--- src/rtl/lsu_pkg.sv ---
// lsu_pkg: shared state, size, error and bus response codes for the load/store unit
package lsu_pkg;
  typedef enum logic [2:0] {IDLE, WRITE, WRESP, RADDR, RDATA, RESP} state_t;
  localparam logic [1:0] SZ_B = 2'd0, SZ_H = 2'd1, SZ_W = 2'd2, SZ_D = 2'd3;
  localparam logic [1:0] ERR_OK = 2'b00, ERR_BUS = 2'b10, ERR_MISALIGN = 2'b11;
  localparam logic [1:0] RESP_OKAY = 2'b00;
endpackage

--- src/rtl/lsu_lane_align.sv ---
// lsu_lane_align: store lane shift/strobe, load extract/extend and alignment check
module lsu_lane_align
  import lsu_pkg::*;
#(
  parameter int DATA_WIDTH = 64,
  localparam int STRB_W = DATA_WIDTH / 8,
  localparam int OFF_W = $clog2(STRB_W)
) (
  input  logic [OFF_W-1:0]      off,
  input  logic [1:0]            size,
  input  logic                  sgn,
  input  logic [DATA_WIDTH-1:0] wdata,
  input  logic [DATA_WIDTH-1:0] rdata,
  output logic [DATA_WIDTH-1:0] st_data,
  output logic [STRB_W-1:0]     st_strb,
  output logic [DATA_WIDTH-1:0] ld_data,
  output logic                  misalign
);
  logic [STRB_W-1:0] bmask;
  logic [OFF_W-1:0] amask;
  logic [DATA_WIDTH-1:0] dmask, sh;
  logic sb;
  assign bmask = ~({STRB_W{1'b1}} << (4'd1 << size));
  assign amask = ~({OFF_W{1'b1}} << size);
  assign misalign = (size == SZ_D && OFF_W < 3) || |(off & amask);
  assign st_data = wdata << {off, 3'b000};
  assign st_strb = bmask << off;
  assign sh = rdata >> {off, 3'b000};
  for (genvar g = 0; g < STRB_W; g++) begin : g_mask
    assign dmask[8*g +: 8] = {8{bmask[g]}};
  end
  // a full-width access has an all-ones mask, so no extension bits are added
  assign sb = size == SZ_B ? sh[7] : size == SZ_H ? sh[15] : size == SZ_W ? sh[31] : sh[DATA_WIDTH-1];
  assign ld_data = (sh & dmask) | ({DATA_WIDTH{sgn & sb}} & ~dmask);
endmodule

--- src/rtl/lsu_axi_gen.sv ---
// lsu_axi_gen: single-outstanding load/store unit driving an AXI4-Lite style master port
module lsu_axi_gen
  import lsu_pkg::*;
#(
  parameter int DATA_WIDTH = 64,
  parameter int ADDR_WIDTH = 64,
  parameter int REG_AW = 5,
  localparam int STRB_W = DATA_WIDTH / 8,
  localparam int OFF_W = $clog2(STRB_W)
) (
  input  logic                  clk,
  input  logic                  rst,
  input  logic                  req_valid,
  output logic                  req_ready,
  input  logic                  req_we,
  input  logic [1:0]            req_size,
  input  logic                  req_signed,
  input  logic [ADDR_WIDTH-1:0] req_addr,
  input  logic [DATA_WIDTH-1:0] req_wdata,
  input  logic [REG_AW-1:0]     req_rd,
  output logic                  rsp_valid,
  input  logic                  rsp_ready,
  output logic                  rsp_wen,
  output logic [REG_AW-1:0]     rsp_rd,
  output logic [DATA_WIDTH-1:0] rsp_data,
  output logic [1:0]            rsp_err,
  output logic                  aw_valid,
  input  logic                  aw_ready,
  output logic [ADDR_WIDTH-1:0] aw_addr,
  output logic                  w_valid,
  input  logic                  w_ready,
  output logic [DATA_WIDTH-1:0] w_data,
  output logic [STRB_W-1:0]     w_strb,
  input  logic                  b_valid,
  output logic                  b_ready,
  input  logic [1:0]            b_resp,
  output logic                  ar_valid,
  input  logic                  ar_ready,
  output logic [ADDR_WIDTH-1:0] ar_addr,
  input  logic                  r_valid,
  output logic                  r_ready,
  input  logic [DATA_WIDTH-1:0] r_data,
  input  logic [1:0]            r_resp
);
  state_t state, state_n;
  logic sgn_q, aw_done, w_done, wen_q, misalign, idle, aw_fire, w_fire;
  logic [1:0] size_q, err_q;
  logic [ADDR_WIDTH-1:0] addr_q;
  logic [DATA_WIDTH-1:0] wdata_q, data_q, st_data, ld_data;
  logic [STRB_W-1:0] st_strb;
  logic [REG_AW-1:0] rd_q;
  assign idle = state == IDLE;
  // in IDLE the live request feeds the alignment check; afterwards the latched one
  lsu_lane_align #(.DATA_WIDTH(DATA_WIDTH)) u_align (
    .off     (idle ? req_addr[OFF_W-1:0] : addr_q[OFF_W-1:0]),
    .size    (idle ? req_size : size_q),
    .sgn     (sgn_q),
    .wdata   (wdata_q),
    .rdata   (r_data),
    .st_data (st_data),
    .st_strb (st_strb),
    .ld_data (ld_data),
    .misalign(misalign)
  );
  always_comb begin
    req_ready = idle && !rst;
    aw_valid = state == WRITE && !aw_done;
    w_valid = state == WRITE && !w_done;
    aw_fire = aw_valid && aw_ready;
    w_fire = w_valid && w_ready;
    aw_addr = aw_valid ? addr_q : '0;
    w_data = w_valid ? st_data : '0;
    w_strb = w_valid ? st_strb : '0;
    b_ready = state == WRESP;
    ar_valid = state == RADDR;
    ar_addr = ar_valid ? addr_q : '0;
    r_ready = state == RDATA;
    rsp_valid = state == RESP;
    rsp_wen = rsp_valid && wen_q;
    rsp_rd = rsp_valid ? rd_q : '0;
    rsp_data = rsp_valid ? data_q : '0;
    rsp_err = rsp_valid ? err_q : ERR_OK;
    state_n = state;
    case (state)
      IDLE:    if (req_valid) state_n = misalign ? RESP : req_we ? WRITE : RADDR;
      WRITE:   if ((aw_done || aw_fire) && (w_done || w_fire)) state_n = WRESP;
      WRESP:   if (b_valid) state_n = RESP;
      RADDR:   if (ar_ready) state_n = RDATA;
      RDATA:   if (r_valid) state_n = RESP;
      RESP:    if (rsp_ready) state_n = IDLE;
      default: state_n = IDLE;
    endcase
  end
  always_ff @(posedge clk or posedge rst) begin
    if (rst) begin
      state <= IDLE;
      sgn_q <= 1'b0;
      size_q <= '0;
      addr_q <= '0;
      wdata_q <= '0;
      rd_q <= '0;
      aw_done <= 1'b0;
      w_done <= 1'b0;
      err_q <= ERR_OK;
      wen_q <= 1'b0;
      data_q <= '0;
    end else begin
      state <= state_n;
      if (idle && req_valid) begin
        size_q <= req_size;
        sgn_q <= req_signed;
        addr_q <= req_addr;
        wdata_q <= req_wdata;
        rd_q <= req_rd;
        aw_done <= 1'b0;
        w_done <= 1'b0;
        err_q <= misalign ? ERR_MISALIGN : ERR_OK;
        wen_q <= 1'b0;
        data_q <= '0;
      end
      if (aw_fire) aw_done <= 1'b1;
      if (w_fire) w_done <= 1'b1;
      if (b_ready && b_valid) err_q <= b_resp != RESP_OKAY ? ERR_BUS : ERR_OK;
      if (r_ready && r_valid) begin
        err_q <= r_resp != RESP_OKAY ? ERR_BUS : ERR_OK;
        wen_q <= r_resp == RESP_OKAY;
        data_q <= r_resp == RESP_OKAY ? ld_data : '0;
      end
    end
  end
endmodule

--- config.mk ---
export PLATFORM = sky130hd
export DESIGN_NAME = lsu_axi_gen
export DESIGN_NICKNAME = d
export VERILOG_FILES = /design/src/rtl/lsu_pkg.sv /design/src/rtl/lsu_lane_align.sv /design/src/rtl/lsu_axi_gen.sv
export SDC_FILE = /design/constraint.sdc
export NUM_CORES = 1
export LEC_CHECK = 0
export BUFFER_PORTS_ARGS = -buffer_cell sky130_fd_sc_hd__buf_2
export CAP_MARGIN = 20
export CORE_AREA = 2 2 191 193
export CTS_BUF_LIST = sky130_fd_sc_hd__clkbuf_16
export CTS_CLUSTER_DIAMETER = 60
export DETAILED_ROUTE_END_ITERATION = 8
export DIE_AREA = 0 0 193 195
export PLACE_DENSITY = 0.67
export REMOVE_ABC_BUFFERS = 1
export SYNTH_ARGS = -nofsm -noshare
export SYNTH_HDL_FRONTEND = slang
export SYNTH_SLANG_ARGS = --single-unit
--- constraint.sdc ---
create_clock -name clk -period 7.5 [get_ports clk]
set_input_delay 1.5 -clock clk [delete_from_list [all_inputs] [get_ports clk]]
set_output_delay 1.5 -clock clk [all_outputs]
set_load 0.01 [all_outputs]
Yosys cells after proc, flatten, opt, wreduce, memory -nomap -nowiden
Cells that the tools add are included.
- register bits: 208
- output and inout port bits: 279
- word-level logic and storage cells: 98
- eq/ne operators: 13
- shift-type cells: 6
- multiplexer cells: 34
- bitwise gates (word level): 8
- reductions and logical operators: 26
- operators with widths (cell ; count):
    two-way mux 64 bit ; 7
    AND 64 bit ; 2
    NOT 64 bit ; 1
    bitwise OR 64 bit ; 1
    << shifter 64 x 6 -> 64 bit ; 1
    right shift 64 x 6 -> 64 bit ; 1
    two-way mux 3 bit ; 8
    two-way mux 2 bit ; 9
    case mux 3 bit (6 select lines) ; 1
    logical AND 1 bit ; 10
    nonzero test 2 bit ; 5
    two-way mux 8 bit ; 1
    NOT 8 bit ; 1
    << shifter 8 x 3 -> 8 bit ; 1
    << shifter 8 x 4 -> 8 bit, first input constant ; 1
    two-way mux 1 bit ; 7
    == test 3 x 2 -> 1 bit, second input constant ; 2
    == test 3 bit, second input constant ; 2
    != test 2 x 1 -> 1 bit, second input constant ; 3
    != test 2 bit, second input constant ; 3
    AND reduction 6 bit ; 1
    two-way mux 5 bit ; 1
    zero test 2 bit ; 2
    << shifter 1 x 2 -> 4 bit, first input constant ; 1
    12 further kinds ; 15

Longest topological paths before layout
Gate-level depths: netlist of the first run.
- depth after elaboration: 11
- gate-level depth with buffers: 11

Hierarchy
From an unflattened synthesis of the first run, not the netlist that was laid out.
- cell total of the unflattened synthesis: 1379
- area, all modules: 13824.5 um^2
- by module, submodules not included (module ; instances ; cells each ; area an instance (um^2)):
    lsu_axi_gen ; 1 ; 802 ; 9769.4
    lsu_lane_align ; 1 ; 577 ; 4055.1

Worst setup path before layout of the first run
OpenSTA, ideal clock, no wires.
- path kind: in2out
- start: in req_addr[1]
- end: out w_data[40]
- arrival: 2992 ps
- path slack: 3008 ps
- stages: 8
- buffers on the path: 4
- cells stage by stage: clkbuf_1 -> mux2_4 -> buf_4 -> buf_2 -> clkbuf_1 -> nand2_1 -> a31oi_1 -> nor2_1
- word-level cells in the longest chain between the ends: 3
- ends and longest elaborated chain (item ; RTL line ; RTL):
    start: declaration ; lsu_axi_gen.sv:18 ; input logic [ADDR_WIDTH-1:0] req_addr,
    two-way mux 3 bit ; lsu_axi_gen.sv:55 ; .off (idle ? req_addr[OFF_W-1:0] : addr_q[OFF_W-1:0]),
    << shifter 64 x 6 -> 64 bit ; lsu_lane_align.sv:26 ; assign st_data = wdata << {off, 3'b000};
    two-way mux 64 bit ; lsu_axi_gen.sv:72 ; w_data = w_valid ? st_data : '0;
    end: declaration ; lsu_axi_gen.sv:32 ; output logic [DATA_WIDTH-1:0] w_data,
No other way between the ends.

Worst setup path after layout of the first run
- start: reg state[2]
- end: out w_data[3]
- word-level cells in the longest chain between the ends: 4
- elaborated cells between the ends (all ways): 6
- classes of those cells: eq/ne: 1; shift: 1; mux: 2; reduce/logical: 2
- ends and longest elaborated chain (item ; RTL line ; RTL):
    start: declaration ; lsu_axi_gen.sv:45 ; state_t state, state_n;
    start signal: assignment ; lsu_axi_gen.sv:108 ; state <= state_n;
    zero test 3 bit ; lsu_axi_gen.sv:52 ; assign idle = state == IDLE;
    two-way mux 3 bit ; lsu_axi_gen.sv:55 ;
    << shifter 64 x 6 -> 64 bit ; lsu_lane_align.sv:26 ;
    two-way mux 64 bit (*) ; lsu_axi_gen.sv:72 ;
Every way passes the cells marked *; elsewhere a longest branch is shown, timed or not.

==> results of run 1 <==
==> stage by stage <==
stage / hold WS (ns) / instance area [sq um] / total power (uW) / setup TNS [ns] / setup slack [ns]
2_1_floorplan: 0.437 / 12800 / 4500 / -73.95 / -2.03
3_3_place_gp: 0.451 / 16100 / 5680 / 0 / 1.97
3_5_place_dp: 0.457 / 16100 / 5760 / 0 / 1.96
4_1_cts: 0.470 / 16900 / 7000 / 0 / 1.51
5_1_grt: 0.499 / 16900 / 7490 / 0 / 1.20
6_report: 0.470 / 16900 / 7020 / 0 / 1.52
==> state kept, by name, indices dropped and copies added, names as in the netlist <==
register and flops:
addr_q 64, aw_done 1, sgn_q 1, wdata_q 64
data_q 64, rd_q 5, w_done 1, state 3
wen_q 1, size_q 2, err_q 2
==> tightest hold or removal path, cell delays in order (launching register included) <==
cell	delay [ns]
dfrtp_1	0.33
nand2_1	0.05
nand2_1	0.06
==> area by class of cell <==
type / count / share of cell area (%)
Tap cell: 461 / 3.41
Timing Repair Buffer: 509 / 15.4
Multi-Input combinational cell: 1349 / 45.3
Sequential cell: 208 / 30.7
Clock inverter: 21 / 0.909
Inverter: 5 / 0.155
Antenna cell: 4 / 0.0591
Clock buffer: 27 / 3.99
==> per-layer routing <==
metal | GRT usage [%] | wire, microns | up-vias
met1 | 36.5 | 21800 | 6738
met4 | 10.3 | 2160 | 8
met5 | 0 | 59 | -
met2 | 46.4 | 25600 | 773
li1 | - | - | 6501
met3 | 5.03 | 4630 | 125
==> logic make-up (layout without fill, tap and decap cells) <==
group	Yosys count	in the layout	share of synthesized area, %
buffers and inverters	137	562	5.31
AO/OA/AOI/OAI	211	211	11.0
flip-flops	208	208	38.5
AND/OR/NAND/NOR	1012	1012	33.6
multiplexers	126	126	11.7
other	0	4	0
==> Yosys cell counts, types with 5 or more instances <==
| library cell | number | share of area, % |
|---|---|---|
| nand2_1 | 608 | 17 |
| a221o_1 | 8 | 0.59 |
| a32o_1 | 7 | 0.52 |
| a21oi_1 | 59 | 2.2 |
| mux4_1 | 7 | 1.4 |
| nor2b_1 | 10 | 0.46 |
| mux4_2 | 11 | 1.8 |
| mux2i_1 | 93 | 6.9 |
| o311ai_1 | 13 | 0.84 |
| a22oi_1 | 26 | 1.4 |
| o22ai_1 | 12 | 0.55 |
| buf_2 | 19 | 0.70 |
| a32oi_1 | 21 | 1.4 |
| o21ai_0 | 15 | 0.55 |
| mux2_2 | 8 | 0.67 |
| o221ai_1 | 6 | 0.39 |
| clkbuf_1 | 82 | 2.3 |
| a31oi_1 | 12 | 0.55 |
| nor4_1 | 8 | 0.37 |
| buf_1 | 5 | 0.14 |
| nor2_1 | 91 | 2.5 |
| inv_1 | 5 | 0.14 |
| buf_6 | 10 | 0.83 |
| and2_1 | 209 | 9.7 |
| nand3_1 | 57 | 2.1 |
| dfrtp_1 | 208 | 38 |
| a211oi_1 | 8 | 0.44 |
| buf_4 | 12 | 0.67 |
| o2bb2ai_1 | 6 | 0.39 |
==> report_power, final <==
group          switching (uW)  internal [uW]
combinational            2450           1370
sequential                430           1540
clock                     505            718
total                    3380           3640
==> worst min path at each step <==
stage | to | from | slack [ns]
global placement | rd_q[0]$_DFFE_PP0P_ | rd_q[0]$_DFFE_PP0P_ | 0.45
floorplan | rd_q[0]$_DFFE_PP0P_ | rd_q[0]$_DFFE_PP0P_ | 0.44
detailed placement | rd_q[0]$_DFFE_PP0P_ | rd_q[0]$_DFFE_PP0P_ | 0.46
CTS | rd_q[0]$_DFFE_PP0P_ | rd_q[0]$_DFFE_PP0P_ | 0.47
global route | data_q[2]$_DFFE_PP0P_ | data_q[2]$_DFFE_PP0P_ | 0.50
finish | rd_q[0]$_DFFE_PP0P_ | rd_q[0]$_DFFE_PP0P_ | 0.47
==> flow_metrics.py, run 1 <==
metrics = {
    "routing": {
        "routedWlPerCell_microns": 21.0,
        "drc": 0,
        "vias": 14100,
        "ant_nets": 0,
        "vias_per_cell": 5.47,
        "drt_iter0_drc": 1335,
        "totalWireLength_mm": 54.3,
        "drt_first_pass_iters": 6,
    },
    "global_route": {
        "grt_antenna_before_repair": 9,
        "grt_pass1_wl_mm": 81.7,
        "grt_pass1_vias": 13700,
        "grt_max_degree": 89,
        "grtUsageTotal_pct": 28.0,
        "overflow": 0,
    },
    "clock_tree": {
        "clock_latency_ns": 0.53,
        "cts.repair.resized": 0,
        "path_clk_slew_ns": 0.05,
        "cts_root_buffer": "clkbuf_16",
        "htree_levels": 1,
        "clock_sinks": 208,
        "numCtsBuffers": 27,
        "cts_tree": "done",
        "hold_buffers": 0,
        "postCtsSetupBuffers": 0,
        "cts.path.max_buffers": 3,
    },
    "timing": {
        "grt_setup_unrepaired": "no",
        "min_period_over_period_pct": 79.8,
        "period_needed_ns": 5.98,
        "final_max_slew_viol_count": 0,
        "worstMarginPinSlew_ns": 1.19,
        "relSlewSlack_pct": 20.4,
        "fmaxAchievable_ghz": 0.167,
        "finalHoldViolCount": 0,
        "fin_skew_ns": 0.0104,
        "setup_viol": 0,
    },
    "setup_path": {
        "cp-endpoint": "w_data[3]",
        "r2r-start": "state[0]$_DFFE_PP0P_",
        "crit_type": "register to output pin",
        "crit_cells": 8,
        "regToRegSetupSlack_ns": 3.06,
        "startpoint": "state[2]$_DFFE_PP0P_",
        "worstSetupEndpointType": "output pin",
        "worst-r2r-cell-count": 7,
        "cp.required_ns": 6.00,
        "regToRegEndpoint": "data_q[32]$_DFFE_PP0P_",
        "cp_cell_sequence": "nor2_1 -> nand2_1 -> or2_2 -> inv_1 -> nand2_1 -> nor2_1 -> and2_1 -> buf_2",
        "cpPeakStageDelay_ns": 0.94,
        "crit_path_start_kind": "register",
        "worstPathMaxFanout": 35,
        "crit_family": "simple AND/OR/NAND/NOR gates",
        "path_buf_inv": 2,
        "cp_slowest_cell": "nor2_1",
        "critPathArrivalTime_ns": 4.48,
    },
    "final_layout": {
        "layout_common_cells": "608 x nand2_1, 492 x buf_2, 209 x and2_1",
        "fill_cells": 3578,
        "fin_nets": 2314,
        "final_cells": 2584,
        "fin_util_pct": 47.8,
        "layout_commonest_cell": "nand2_1",
        "regArea_sq_um": 5200,
        "syn2layout_area_growth_pct": 25.1,
        "drive_gt1_share_pct": 27.9,
        "multi_input_area_sq_um": 7670,
    },
    "logic_synthesis": {
        "synth-seq-area-share_pct": 38.5,
        "ys.flop_type": "dfrtp_1",
        "ys_warn_count": 0,
        "syn_inst": 1694,
        "synth-edff-count": 0,
        "synth-seq-cells": 208,
        "synth.distinct_cells": 64,
        "synthesis.area_sq_um": 13500,
        "syn_area_per_cell_sq_um": 7.99,
        "postSynth.asyncResetShare_pct": 100,
    },
    "placement": {
        "place_inst": 2531,
        "dp_hpwl_mm": 38.9,
        "io_buffers": 492,
        "gp_congestion": 0.917,
    },
    "pwr": {
        "p_per_area_nw_per_um2": 415,
        "peakVddDrop_mv": 0.247,
        "p_leak_uw": 0.00943,
    },
    "job": {
        "max-cap-violations": 0,
    },
    "floorplan": {
        "core_sq_um": 35400,
        "initial_core_util_pct": 38.2,
        "num_io_pins": 493,
        "die_h_microns": 195,
        "die_w_microns": 193,
        "die_area_sq_um": 37600,
        "num_rows": 69,
    },
    "worst_hold_path": {
        "worstHoldPathType": "register to register",
        "hold_path_depth": 2,
    },
    "status": {
        "status": "completed",
    },
}
No activity file was read; power rests on OpenSTA's default activity.
==> inputs of run 2 (changes only) <==
--- a/config.mk
+++ b/config.mk
@@ -5,14 +5,14 @@
 export SDC_FILE = /design/constraint.sdc
 export NUM_CORES = 1
 export LEC_CHECK = 0
+export ABC_AREA = 1
 export BUFFER_PORTS_ARGS = -buffer_cell sky130_fd_sc_hd__buf_2
 export CAP_MARGIN = 20
-export CORE_AREA = 2 2 191 193
+export CORE_AREA = 2 2 194 196
 export CTS_BUF_LIST = sky130_fd_sc_hd__clkbuf_16
 export CTS_CLUSTER_DIAMETER = 60
 export DETAILED_ROUTE_END_ITERATION = 8
-export DIE_AREA = 0 0 193 195
-export PLACE_DENSITY = 0.67
+export DIE_AREA = 0 0 196 198
 export REMOVE_ABC_BUFFERS = 1
 export SYNTH_ARGS = -nofsm -noshare
 export SYNTH_HDL_FRONTEND = slang
==> constraint.sdc (replaced) <==
create_clock -name clk -period 4.8 [get_ports clk]
set_input_delay 0.96 -clock clk [delete_from_list [all_inputs] [get_ports clk]]
set_output_delay 0.96 -clock clk [all_outputs]
set_load 0.01 [all_outputs]
==> flow_metrics.py, run 2 <==
metrics = {
    "status": {
        "status": "completed",
    },
    "clock_tree": {
        "postCtsSetupBuffers": 0,
        "numCtsBuffers": 27,
        "clock_sinks": 208,
        "clock_latency_ns": 0.54,
        "cts_tree": "done",
        "htree_levels": 1,
        "path_clk_slew_ns": 0.06,
        "cts_root_buffer": "clkbuf_16",
        "hold_buffers": 0,
        "cts.path.max_buffers": 3,
    },
    "setup_path": {
        "cp_cell_sequence": "inv_1 -> nand2_2 -> nand2_1 -> nand2_4 -> nand2_1 -> clkinvlp_4 -> a22oi_1 -> o22ai_1 -> buf_2",
        "cpPeakStageDelay_ns": 0.46,
        "crit_type": "register to output pin",
        "worst-r2r-cell-count": 15,
        "worstPathMaxFanout": 26,
        "regToRegSetupSlack_ns": 1.03,
        "r2r-start": "state[0]$_DFFE_PP0P_",
        "cp_slowest_cell": "nand2_1",
        "path_common_cell": "nand2_1",
        "crit_path_start_kind": "register",
        "worstSetupEndpointType": "output pin",
        "regToRegEndpoint": "data_q[59]$_DFFE_PP0P_",
        "critPathArrivalTime_ns": 3.56,
        "cp.required_ns": 3.84,
    },
    "timing": {
        "period_needed_ns": 4.52,
        "setup_viol": 0,
        "fmaxAchievable_ghz": 0.221,
        "finalHoldViolCount": 0,
        "grt_setup_unrepaired": "no",
        "min_period_over_period_pct": 94.1,
        "relSlewSlack_pct": 30.3,
        "fin_skew_ns": 0.0173,
        "worstMarginPinSlew_ns": 1.05,
        "fin_ws_ns": 0.283,
        "setup_tns_ns": 0,
        "final_max_slew_viol_count": 0,
    },
    "floorplan": {
        "num_rows": 71,
        "num_io_pins": 493,
        "die_w_microns": 196,
        "die_area_sq_um": 38800,
        "initial_core_util_pct": 34.8,
        "core_sq_um": 37000,
        "die_h_microns": 198,
    },
    "logic_synthesis": {
        "postSynth.asyncResetShare_pct": 100,
        "synth-simple-area-share_pct": 30.8,
        "synth-seq-cells": 208,
        "synth-seq-area-share_pct": 40.4,
        "ys_warn_count": 0,
        "yosysMostFrequentCell": "nand2_1",
        "synthMuxAreaShare_pct": 0.0777,
        "syn_inst": 1997,
        "synth-edff-count": 0,
        "synth_top_area_share_pct": 40.4,
        "ys_top_cells_by_count": "600 x nand2_1, 290 x o21ai_0, 254 x inv_1",
        "synth_compound_area_share_pct": 16.6,
        "synth_fa_ha_area_share_pct": 0,
        "synthesis.area_sq_um": 12900,
        "synth_top_area_cell": "dfrtp_1",
        "ys.flop_type": "dfrtp_1",
        "synth_top_family_by_area": "simple AND/OR/NAND/NOR gates",
        "synth.distinct_cells": 30,
        "syn_area_per_cell_sq_um": 6.45,
        "synth_xor_area_share_pct": 0,
        "synth_area_leaders": "dfrtp_1 40%, nand2_1 17%, o21ai_0 11%, inv_1 7.4%, nor2_1 7.3%",
    },
    "placement": {
        "place_inst": 2861,
        "dp_hpwl_mm": 37.6,
        "io_buffers": 492,
        "gp_congestion": 0.921,
        "pre_cts_ws_ns": 0.546,
    },
    "routing": {
        "drc": 0,
        "drt_first_pass_iters": 5,
        "ant_nets": 0,
        "vias_per_cell": 5.04,
        "totalWireLength_mm": 51.3,
        "drt_iter0_drc": 946,
        "vias": 14700,
        "routedWlPerCell_microns": 17.6,
    },
    "job": {
        "max-cap-violations": 0,
    },
    "worst_hold_path": {
        "min-delay-start": "data_q[54]$_DFFE_PP0P_",
        "worstHoldPathType": "register to register",
        "hold_end": "data_q[54]$_DFFE_PP0P_",
        "hold_path_depth": 2,
    },
    "global_route": {
        "grt_max_degree": 153,
        "grt_pass1_vias": 13700,
        "grt_antenna_before_repair": 2,
        "grt_pass1_wl_mm": 77.6,
        "grtUsageTotal_pct": 25.6,
        "overflow": 0,
    },
    "final_layout": {
        "fin_nets": 2631,
        "layout_commonest_cell": "nand2_1",
        "layout_common_cells": "597 x nand2_1, 492 x buf_2, 290 x o21ai_0",
        "top_regs": "addr_q: 64 flops, data_q: 64 flops, wdata_q: 64 flops",
        "drive_gt1_share_pct": 24.7,
        "syn2layout_area_growth_pct": 28.9,
        "fill_cells": 3980,
        "final_cells": 2910,
        "fin_util_pct": 44.9,
    },
    "pwr": {
        "p_per_area_nw_per_um2": 713,
        "total_power_uw": 11800,
        "p_leak_uw": 0.00911,
        "peakVddDrop_mv": 0.380,
    },
}
[run 2: layout make-up]
| class | instances | area, sq um | share of cell area, % |
|---|---|---|---|
| Multi-Input combinational cell | 1394 | 6160 | 37.1 |
| Sequential cell | 208 | 5200 | 31.3 |
| Timing Repair Buffer | 525 | 2760 | 16.6 |
| Inverter | 261 | 996 | 6.00 |
| Clock buffer | 27 | 676 | 4.07 |
| Tap cell | 474 | 593 | 3.57 |
| Clock inverter | 20 | 219 | 1.32 |
| Antenna cell | 1 | 2.50 | 0.0151 |
[run 2: through the flow]
stage	hold WS, ns	area (sq um)
after global placement	0.463	15700
after floorplan	0.449	12300
final	0.481	16600
after CTS	0.482	16600
after global routing	0.499	16600
after detailed placement	0.466	15700
[run 2: critical path, delay by kind of cell (launching register included)]
family | cells | cell delay (ns)
flip-flops | 1 | 0.40
AND/OR/NAND/NOR | 4 | 1.30
AO/OA/AOI/OAI | 2 | 0.47
buffers and inverters | 3 | 0.86
[run 2: how the worst max path moves through the flow]
stage,from,endpoint,slack [ns],cells past startpoint
2_1_floorplan,rst,addr_q[0]$_DFFE_PP0P_,-1.84,1
3_3_place_gp,req_addr[0],w_strb[6],0.61,10
3_5_place_dp,req_addr[0],w_strb[6],0.55,10
4_1_cts,state[2]$_DFFE_PP0P_,w_strb[6],0.05,10
5_1_grt,state[2]$_DFFE_PP0P_,w_data[54],0.02,9
6_report,state[2]$_DFFE_PP0P_,w_data[54],0.28,9
[run 2: cell families (layout without fill, tap and decap cells)]
| family | after synthesis | in the layout |
|---|---|---|
| mux | 1 | 1 |
| other cells | 0 | 1 |
| flops | 208 | 208 |
| buf+inv | 395 | 833 |
| compound gates | 396 | 396 |
| simple gates | 997 | 997 |
[run 2: power by group]
group	leakage (uW)	internal (uW)	switching [uW]
Sequential	0.00267	2480	331
Combinational	0.00600	1970	4980
Clock	0.000444	1240	836
[run 2: what timing repair did]
action / in CTS / in global routing
endpoints found under the hold margin: 0 / 0
resized for setup: 0 / 2
setup endpoints to repair: 0 / 18
[run 2: layer usage]
layer	wire, microns	global-route usage [%]	part of all wire, %	up-vias
li1	-	-	-	7091
met1	20700	31.9	40	6853
met2	25400	45.7	50	633
met3	3510	3.22	6.8	82
met4	1630	8.36	3.2	2
met5	17	0	0.033	-
==> inputs of run 3 (changes only) <==
--- a/config.mk
+++ b/config.mk
@@ -8,11 +8,14 @@
 export ABC_AREA = 1
 export BUFFER_PORTS_ARGS = -buffer_cell sky130_fd_sc_hd__buf_2
 export CAP_MARGIN = 20
-export CORE_AREA = 2 2 194 196
+export CELL_PAD_IN_SITES_DETAIL_PLACEMENT = 0
+export CELL_PAD_IN_SITES_GLOBAL_PLACEMENT = 2
+export CORE_ASPECT_RATIO = 1.25
+export CORE_UTILIZATION = 23
 export CTS_BUF_LIST = sky130_fd_sc_hd__clkbuf_16
 export CTS_CLUSTER_DIAMETER = 60
 export DETAILED_ROUTE_END_ITERATION = 8
-export DIE_AREA = 0 0 196 198
+export PLACE_DENSITY_LB_ADDON = 0.25
 export REMOVE_ABC_BUFFERS = 1
 export SYNTH_ARGS = -nofsm -noshare
 export SYNTH_HDL_FRONTEND = slang
==> flow_metrics.py, run 3 (synthesis gave the netlist of run 2 again) <==
metrics = {
    "setup_path": {
        "worstPathMaxFanout": 88,
        "crit_family": "simple AND/OR/NAND/NOR gates",
        "cp.required_ns": 3.84,
        "cp_cell_sequence": "inv_1 -> nand2_2 -> nand2_1 -> nand2_4 -> buf_12 -> nand2_1 -> o21ai_0 -> inv_1 -> nand2_1 -> o21ai_0 -> o21ai_0 -> buf_2",
        "crit_type": "register to output pin",
        "critPathArrivalTime_ns": 3.34,
        "regToRegSetupSlack_ns": 1.06,
        "worstSetupEndpointType": "output pin",
        "crit_path_start_kind": "register",
        "cp_slowest_cell": "o21ai_0",
        "path_buf_inv": 4,
        "cpPeakStageDelay_ns": 0.46,
    },
    "routing": {
        "drt_iter0_drc": 780,
        "vias": 14400,
        "routedWlPerCell_microns": 17.8,
        "drt_first_pass_iters": 5,
        "vias_per_cell": 4.53,
        "drc": 0,
        "totalWireLength_mm": 56.5,
        "ant_nets": 0,
    },
    "floorplan": {
        "die_w_microns": 214,
        "initial_core_util_pct": 23.4,
        "die_area_sq_um": 57000,
        "die_h_microns": 267,
        "core_sq_um": 55100,
        "num_rows": 96,
        "num_io_pins": 493,
    },
    "placement": {
        "gp_congestion": 0.792,
        "pre_cts_ws_ns": 0.764,
        "io_buffers": 492,
        "place_inst": 3122,
        "dp_hpwl_mm": 41.4,
    },
    "timing": {
        "setup_tns_ns": 0,
        "final_max_slew_viol_count": 0,
        "period_needed_ns": 4.30,
        "worstMarginPinSlew_ns": 0.978,
        "finalHoldViolCount": 0,
        "relSlewSlack_pct": 34.8,
        "fin_ws_ns": 0.503,
        "fin_skew_ns": 0.0263,
        "setup_viol": 0,
        "whs_ns": 0.476,
        "grt_setup_unrepaired": "no",
        "fmaxAchievable_ghz": 0.233,
        "min_period_over_period_pct": 89.5,
    },
    "final_layout": {
        "drive_gt1_share_pct": 24.4,
        "regArea_sq_um": 5200,
        "fill_cells": 6275,
        "fin_nets": 2631,
        "top_regs": "addr_q: 64 flops, data_q: 64 flops, wdata_q: 64 flops",
        "final_cells": 3177,
        "layout_common_cells": "598 x nand2_1, 492 x buf_2, 290 x o21ai_0",
        "syn2layout_area_growth_pct": 31.4,
        "multi_input_area_sq_um": 6160,
        "layout_commonest_cell": "nand2_1",
    },
    "global_route": {
        "grt_antenna_before_repair": 16,
        "overflow": 0,
        "grt_pass1_vias": 14300,
        "grt_max_degree": 116,
        "grt_pass1_wl_mm": 84.7,
        "grtUsageTotal_pct": 19.4,
    },
    "clock_tree": {
        "clock_sinks": 208,
        "cts.repair.resized": 0,
        "cts_root_buffer": "clkbuf_16",
        "cts.path.max_buffers": 3,
        "numCtsBuffers": 28,
        "postCtsSetupBuffers": 0,
        "hold_buffers": 0,
        "htree_levels": 1,
        "cts_tree": "done",
        "clock_latency_ns": 0.57,
        "path_clk_slew_ns": 0.06,
    },
    "worst_hold_path": {
        "worstHoldPathType": "register to register",
    },
    "pwr": {
        "peakVddDrop_mv": 0.366,
        "p_per_area_nw_per_um2": 695,
        "p_leak_uw": 0.00911,
    },
    "job": {
        "max-cap-violations": 0,
    },
    "status": {
        "status": "completed",
    },
}
-- run 3: where the power goes --
group,switching [uW],internal (uW)
registers,321,2480
logic,5030,2010
clock network,838,1080
-- run 3: path summary, 6_finish.rpt --
| kind | cells after the start | from | end |
|---|---|---|---|
| setup / recovery | 12 | state[2]$_DFFE_PP0P_ | w_data[62] |
| hold / removal | 2 | data_q[58]$_DFFE_PP0P_ | data_q[58]$_DFFE_PP0P_ |
| setup reg to reg | 16 | state[2]$_DFFE_PP0P_ | data_q[45]$_DFFE_PP0P_ |
| hold reg to reg | 2 | data_q[58]$_DFFE_PP0P_ | data_q[58]$_DFFE_PP0P_ |
| max in group asynchronous | 3 | rst | wdata_q[28]$_DFFE_PP0P_ |
| min in group asynchronous | 2 | rst | addr_q[2]$_DFFE_PP0P_ |
-- run 3: routing by layer --
layer | global-route usage (%) | vias to the layer above | part of all wire [%]
li1 | - | 7080 | -
met1 | 21.8 | 6717 | 39
met2 | 34.7 | 458 | 50
met3 | 5.41 | 104 | 7.8
met4 | 7.01 | 20 | 3.2
met5 | 0 | - | 0.24
-- run 3: final cells by class --
| class | instances | share of cell area (%) |
|---|---|---|
| multi-input combinational | 1394 | 36.4 |
| sequential | 208 | 30.8 |
| timing repair buffer | 524 | 16.5 |
| inverter | 261 | 5.87 |
| tap | 735 | 5.44 |
| clock buffer | 29 | 4.29 |
| clock inverter | 20 | 0.570 |
| antenna | 6 | 0.0888 |
-- run 3: stage by stage --
stage,power [uW],instance area [sq um],utilization [%]
2_1_floorplan,7310,12300,-
3_3_place_gp,9960,16100,29.1
3_5_place_dp,9990,16100,29.2
4_1_cts,12000,16900,30.7
5_1_grt,12900,16900,30.7
6_report,11800,16900,30.7
-- run 3: worst reg2reg max path: stages (launching register included) --
cell	delay (ns)
dfrtp_1	0.40
inv_1	0.16
nand2_2	0.37
nand2_1	0.23
nand2_4	0.13
buf_12	0.28
buf_4	0.63
nand2_1	0.14
nand3_1	0.12
nand3_1	0.08
nand3_1	0.10
nand2_1	0.06
inv_2	0.05
nand2_2	0.07
nand2_2	0.55
nand3_1	0.19
nand2_1	0.10
